--- config.mk ---
export PLATFORM = sky130hd
export DESIGN_NAME = mux4_rr_arbiter
export DESIGN_NICKNAME = d
export VERILOG_FILES = /design/src/rtl/mux4_rr_arbiter.sv
export SDC_FILE = /design/constraint.sdc
export NUM_CORES = 1
export LEC_CHECK = 0
export BUFFER_PORTS_ARGS = -buffer_cell sky130_fd_sc_hd__buf_2
export CAP_MARGIN = 15
export CORE_ASPECT_RATIO = 0.75
export CORE_MARGIN = 2
export CORE_UTILIZATION = 30
export CTS_BUF_LIST = sky130_fd_sc_hd__clkbuf_16
export DETAILED_ROUTE_END_ITERATION = 6
export RECOVER_POWER = 50
export SLEW_MARGIN = 0
export SYNTH_ARGS = -nofsm -noshare
export SYNTH_HDL_FRONTEND = slang
export SYNTH_SLANG_ARGS = --single-unit
--- constraint.sdc ---
create_clock -name CLK -period 2.4 [get_ports CLK]
set_input_delay 0.24 -clock CLK [delete_from_list [all_inputs] [get_ports CLK]]
set_output_delay 0.24 -clock CLK [all_outputs]
set_load 0.02 [all_outputs]
--- src/rtl/mux4_rr_arbiter.sv ---
// Round-robin arbiter that drives the select pair and one-hot grant of a shared 4:1 mux.
// Owners are preempted after MAX_HOLD cycles only when another requester is waiting.
module mux4_rr_arbiter #(
  parameter int unsigned MAX_HOLD = 8,
  parameter int unsigned HOLD_W   = 4
) (
  input  logic       CLK,
  input  logic       RST_N,
  input  logic [3:0] REQ,
  output logic [3:0] GNT,
  output logic       S1,
  output logic       S0,
  output logic       BUSY
);

  typedef enum logic {IDLE, GRANT} state_t;

  state_t            state;
  logic [3:0]        gnt;
  logic [1:0]        sel;
  logic              busy;
  logic [1:0]        ptr;
  logic [HOLD_W-1:0] cnt;

  logic [1:0]        start;
  logic [3:0]        cand;
  logic              found;
  logic [1:0]        next_idx;
  logic [1:0]        idx;
  logic              at_limit;
  logic              cnt_sat;

  // While granted, the search starts after the owner and excludes it,
  // so the current owner is always considered last.
  always_comb begin
    start    = (state == GRANT) ? sel + 2'd1 : ptr;
    cand     = REQ;
    if (state == GRANT)
      cand[sel] = 1'b0;
    found    = 1'b0;
    next_idx = '0;
    idx      = '0;
    for (int unsigned k = 0; k < 4; k++) begin
      idx = start + 2'(k);
      if (!found && cand[idx]) begin
        found    = 1'b1;
        next_idx = idx;
      end
    end
  end

  always_comb begin
    at_limit = (MAX_HOLD != 0) && (cnt == HOLD_W'(MAX_HOLD));
    cnt_sat  = (MAX_HOLD == 0) ? (cnt == '1) : (cnt == HOLD_W'(MAX_HOLD));
  end

  always_ff @(posedge CLK) begin
    if (!RST_N) begin
      state <= IDLE;
      gnt   <= '0;
      sel   <= '0;
      busy  <= 1'b0;
      ptr   <= '0;
      cnt   <= '0;
    end else begin
      case (state)
        IDLE: begin
          if (found) begin
            state <= GRANT;
            gnt   <= 4'b0001 << next_idx;
            sel   <= next_idx;
            busy  <= 1'b1;
            cnt   <= HOLD_W'(1);
          end
        end
        GRANT: begin
          if (!REQ[sel]) begin
            ptr <= sel + 2'd1;
            if (found) begin
              gnt <= 4'b0001 << next_idx;
              sel <= next_idx;
              cnt <= HOLD_W'(1);
            end else begin
              state <= IDLE;
              gnt   <= '0;
              busy  <= 1'b0;
              cnt   <= '0;
            end
          end else if (at_limit && found) begin
            ptr <= sel + 2'd1;
            gnt <= 4'b0001 << next_idx;
            sel <= next_idx;
            cnt <= HOLD_W'(1);
          end else if (!cnt_sat) begin
            cnt <= cnt + HOLD_W'(1);
          end
        end
        default: begin
          state <= IDLE;
          gnt   <= '0;
          busy  <= 1'b0;
        end
      endcase
    end
  end

  assign GNT  = gnt;
  assign S1   = sel[1];
  assign S0   = sel[0];
  assign BUSY = busy;

endmodule

Word level (Yosys, flattened, before mapping)

Cells that the tools add are included.

Shift operators: 1
Order comparisons: 6
Equality and inequality tests: 7
Bitwise logic cells: 3
Multiplexer cells: 46
Reduce and logical (&&, ||, !) cells: 12
Add/sub/neg operators: 5

Operators with widths:

| kind                                                       | number |
|---|---|
| 2-to-1 mux 4 bit                                           | 9 |
| 2-to-1 mux 2 bit                                           | 10 |
| 2-to-1 mux 1 bit                                           | 16 |
| case mux 4 bit (2 select lines)                            | 2 |
| less-than comparator 2 x 3 -> 1 bit, second input constant | 5 |
| binary-select mux 1 bit (select 2 bit)                     | 5 |
| != test 2 bit, second input constant                       | 3 |
| AND reduction 2 bit                                        | 3 |
| logical AND 1 bit                                          | 5 |
| adder 2 x 1 -> 2 bit, second input constant                | 2 |
| adder 2 bit, second input constant                         | 2 |
| adder 4 x 1 -> 4 bit, second input constant                | 1 |
| bitwise AND 4 bit                                          | 1 |
| == test 4 bit, second input constant                       | 1 |
| != test 4 x 3 -> 1 bit, second input constant              | 1 |
| inverter 4 bit                                             | 1 |
| case mux 1 bit (2 select lines)                            | 2 |
| case mux 2 bit (2 select lines)                            | 1 |
| << shifter 1 x 2 -> 4 bit, first input constant            | 1 |
| logical NOT 1 bit                                          | 3 |
| != test 3 x 2 -> 1 bit, second input constant              | 1 |
| AND reduction 3 bit                                        | 1 |
| demux 1 bit (select 2 bit)                                 | 1 |
| >= comparator 2 x 1 -> 1 bit, second input constant        | 1 |
| 2 further kinds                                            | 2 |

Flip-flop bits (word level): 14

Depth between registers and ports, before layout

Depth after elaboration: 23
Depth in mapped cells: 7
Gate-level depth less buffers: 7

Least setup slack after synthesis

Ideal clock, no wire load.

Path type: reg-to-reg
From: reg sel[1]
To: reg gnt[1] (netlist: GNT[1])
Library setup time: 117 ps
Path buffers: 0
Data required time: 2283 ps
Stages on the path, launching flop included: 7
Path slack: 393 ps
Arrival: 1889 ps
Cell sequence: dfxtp_1 inv_1 ha_1 mux2_2 o31ai_1 a22oi_1 a32o_1

Word-level cells in the longest chain between the ends: 23

RTL lines:

| what                                                                                                             | RTL line   | source |
|---|---|---|
| start, declared                                                                                                  | 20         | `logic [1:0] sel;` |
| start signal, assigned                                                                                           | 71         | `sel <= next_idx;` |
| start signal, assigned                                                                                           | 81         | `sel <= next_idx;` |
| start signal, assigned                                                                                           | 92         | `sel <= next_idx;` |
| less-than comparator 2 x 3 -> 1 bit (not written as such) / >= comparator 2 x 1 -> 1 bit (equally long branches) | 39         | `cand[sel] = 1'b0;` |
| logical AND 1 bit (not written as such)                                                                          | 39         |  |
| 2-to-1 mux 1 bit (not written as such)                                                                           | 39         |  |
| demux 1 bit (select 2 bit)                                                                                       | 39         |  |
| inverter 4 bit (no source line)                                                                                  | -          |  |
| bitwise AND 4 bit (no source line)                                                                               | -          |  |
| 2-to-1 mux 4 bit                                                                                                 | 38         | `if (state == GRANT)` |
| binary-select mux 1 bit (select 2 bit)                                                                           | 45         | `if (!found && cand[idx]) begin` |
| [7 not listed]                                                                                                   | -          |  |
| 2-to-1 mux 1 bit                                                                                                 | 45         |  |
| logical NOT 1 bit                                                                                                | 45         |  |
| logical AND 1 bit                                                                                                | 45         |  |
| 2-to-1 mux 2 bit                                                                                                 | 45         |  |
| << shifter 1 x 2 -> 4 bit                                                                                        | 70, 80, 91 |  |
| 2-to-1 mux 4 bit, on equally long branches                                                                       | 79, 89     |  |
| 2-to-1 mux 4 bit                                                                                                 | 77         | `if (!REQ[sel]) begin` |
| case mux 4 bit (2 select lines)                                                                                  | 66         | `case (state)` |
| end signal, assigned                                                                                             | 70         | `gnt <= 4'b0001 << next_idx;` |
| end signal, assigned                                                                                             | 80         | `gnt <= 4'b0001 << next_idx;` |
| end signal, assigned                                                                                             | 91         | `gnt <= 4'b0001 << next_idx;` |
| end, declared                                                                                                    | 19         | `logic [3:0] gnt;` |

Parallel ways exist; a longest one is shown, timed or not. The select of a mux whose other input is x is not followed.
A chain may end at the register's enable or synchronous reset.

Worst setup path in the final report

Ends and elaborated chain as after synthesis.

==> flow_summary.yaml <==
sta:
  worst_slack_ns: 0.283
  holdWs_ns: 0.316
  setup_viol: 0
  slew_viol_final: 0
  finalCritPeriodShare: 0.882
  fin_crit_ns: 2.12
  rsz0062_at_grt: "false"
  tns_ns: 0
  slew_headroom: 0.635
  finalHoldViolations: 0
  tightestPinTransition_ns: 0.547
  fmax_mhz: 472
  finClkSkew_ns: 0.000888
yosys:
  ys_seq_area_frac: 0.312
  synth_nets: 108
  synth-seq-cells: 14
  synth.largest_area_cell: "dfxtp_1"
  synth.area.top_cells: "dfxtp_1, ha_1, nand2_1"
  synthFlopType: "dfxtp_1"
  synth_warnings: 0
  async_flop_share: 0
  syn_area_per_cell_um2: 9.36
  yosysTopAreaCellShare: 0.312
  synth_edf_count: 0
  syn-instance-count: 96
  syn_area_um2: 898
  synth_cell_types: 45
placement:
  io_buffers: 12
  gp_congestion: 0.845
  place_ws_ns: 0.299
  dpl.hpwl_um: 1560
  placedCellCount: 144
final_layout:
  regArea_um2: 280
  final_common_cell: "dfxtp_1"
  fill_cells: 320
  num_antenna_cells: 0
  drive_above_1_share: 0.183
  multi_input_area_um2: 584
  final_cells: 147
  layout_common_cells: "dfxtp_1, nand2_1, clkbuf_1"
  syn_to_final_growth_pct: 18.5
  nets: 123
critical_path:
  worstPathMaxFanout: 7
  cp-start-kind: "flop"
  worstReg2RegEnd: "GNT[1]$_SDFFE_PN0P_"
  r2r_cells: 7
  crit_arrival_ns: 2.30
  worstReg2RegStart: "sel[1]$_SDFFE_PN0P_"
  worstPathRequired_ns: 2.58
  slowest_stage: "a21boi_1"
  reg2reg_slack_ns: 0.28
  path_cells: "inv_1 > ha_1 > a21boi_1 > nor4_4 > a31oi_2 > and2_1 > a32o_1"
  cp-end-kind: "flop"
  cpPeakStageDelay_ns: 0.46
  criticalPathCategory: "flop to flop"
pwr:
  max-vdd-ir-drop_mv: 0.394
  cellPowerDensity_nw_per_um2: 777
  p_leak_nw: 0.410
route:
  drc: 0
  vias: 734
  finalWirelength_um: 2000
  drtPass1Iterations: 4
  drt-initial-drc-count: 16
  avgRoutedWirePerCell_um: 13.6
  detail-route-antenna-nets: 0
  avgViaCountPerCell: 4.99
global_routing:
  antenna_found_initial: 0
  grt_pass1_vias: 750
  grtUsageTotal: 0.134
  grt_first_pass_wirelength_um: 3470
  overflow: 0
  grt_max_degree: 15
min_path:
  hold_path_class: "input port to flop"
  whs_path_depth: 2
  min-delay-start: "RST_N"
  min_to: "cnt[0]$_SDFFE_PN0P_"
clock_tree:
  clk_pin_slew_ns: 0.04
  cts_tree: "built"
  cts_hold_buffers: 0
  ctsResizeCount: 0
  root_buffer: "clkbuf_16"
  clock_latency_ns: 0.24
  postCtsSetupBuffers: 0
  clock-sinks: 14
  cts_buffer_depth: 2
  htree_levels: 1
  cts_buffers: 3
outcome:
  status: "finished clean"
die:
  row_count: 17
  dieArea_um2: 3450
  dieWidth_um: 67.2
  die_h_um: 51.4
  fp.coreArea_um2: 2890
  ios: 13
  initial_utilization: 0.311
run:
  cap_viol_max_count: 0
cells by family after synthesis:
kind of cell    after synthesis  synth area share
flops                        14             0.312
simple gates                 29             0.185
xor+xnor                      2            0.0195
mux                           4            0.0599
fa+ha+maj                     6            0.0836
buf+inv                       8            0.0376
compound gates               33             0.302
worst max-delay path by stage:
stage                         from             endpoint  slack, ns  cells after the start
2_1_floorplan  sel[1]$_SDFFE_PN0P_  GNT[1]$_SDFFE_PN0P_       0.39                      6
3_3_place_gp   sel[1]$_SDFFE_PN0P_  GNT[2]$_SDFFE_PN0P_       0.33                      7
3_5_place_dp   sel[0]$_SDFFE_PN0P_  GNT[3]$_SDFFE_PN0P_       0.30                      7
4_1_cts        sel[0]$_SDFFE_PN0P_  GNT[1]$_SDFFE_PN0P_       0.29                      7
5_1_grt        sel[0]$_SDFFE_PN0P_  GNT[1]$_SDFFE_PN0P_       0.07                      7
6_report       sel[1]$_SDFFE_PN0P_  GNT[1]$_SDFFE_PN0P_       0.28                      7
layout make-up:
class | count | area share
tap | 38 | 0.0447
sequential | 14 | 0.263
inverter | 5 | 0.0176
clock buffer | 3 | 0.0705
timing repair buffer | 13 | 0.0552
multi-input combinational | 74 | 0.549
Yosys cell counts (all sizes together) (2+ instances only):
library cell / count
a21boi: 5
nand3: 2
and2: 4
inv: 5
a32o: 2
buf: 2
mux2i: 2
dfxtp: 14
o21ai: 6
nor2: 5
xnor2: 2
nand2: 9
a21oi: 5
ha: 6
nand2b: 2
a211oi: 2
critical path: cells and delay by family (launching register included):
kind	cells	cell delay (ns)
AO/OA/AOI/OAI	3	0.95
AND/OR/NAND/NOR	2	0.34
buffers and inverters	1	0.11
flip-flops	1	0.45
adder cells (fa/ha/maj)	1	0.20
power by group:
group	switching (mW)	internal (mW)
combinational	0.142	0.0895
clock	0.0901	0.217
sequential	0.0276	0.261
total	0.260	0.568
metrics by stage:
stage               instance area (um^2)  power, mW  utilization
floorplan                            898      0.465            -
global placement                     998      0.523        0.345
detailed placement                   998      0.527        0.345
CTS                                 1070      0.844        0.371
global route                        1060      0.879        0.368
finish                              1060      0.828        0.368
layer usage:
| layer | global-route usage | wire [um] | up-vias |
|---|---|---|---|
| li1 | - | - | 385 |
| met1 | 0.193 | 1080 | 330 |
| met2 | 0.201 | 827 | 19 |
| met3 | 0.0463 | 96 | 0 |
| met4 | 0.0102 | 0 | 0 |
| met5 | 0 | 0 | - |
registers in the layout (all words and copies together), names as in the netlist:
register and count:
BUSY 1, GNT 4, cnt 4, ptr 2, sel 2, state 1
Power figures use the tool's default switching activity.
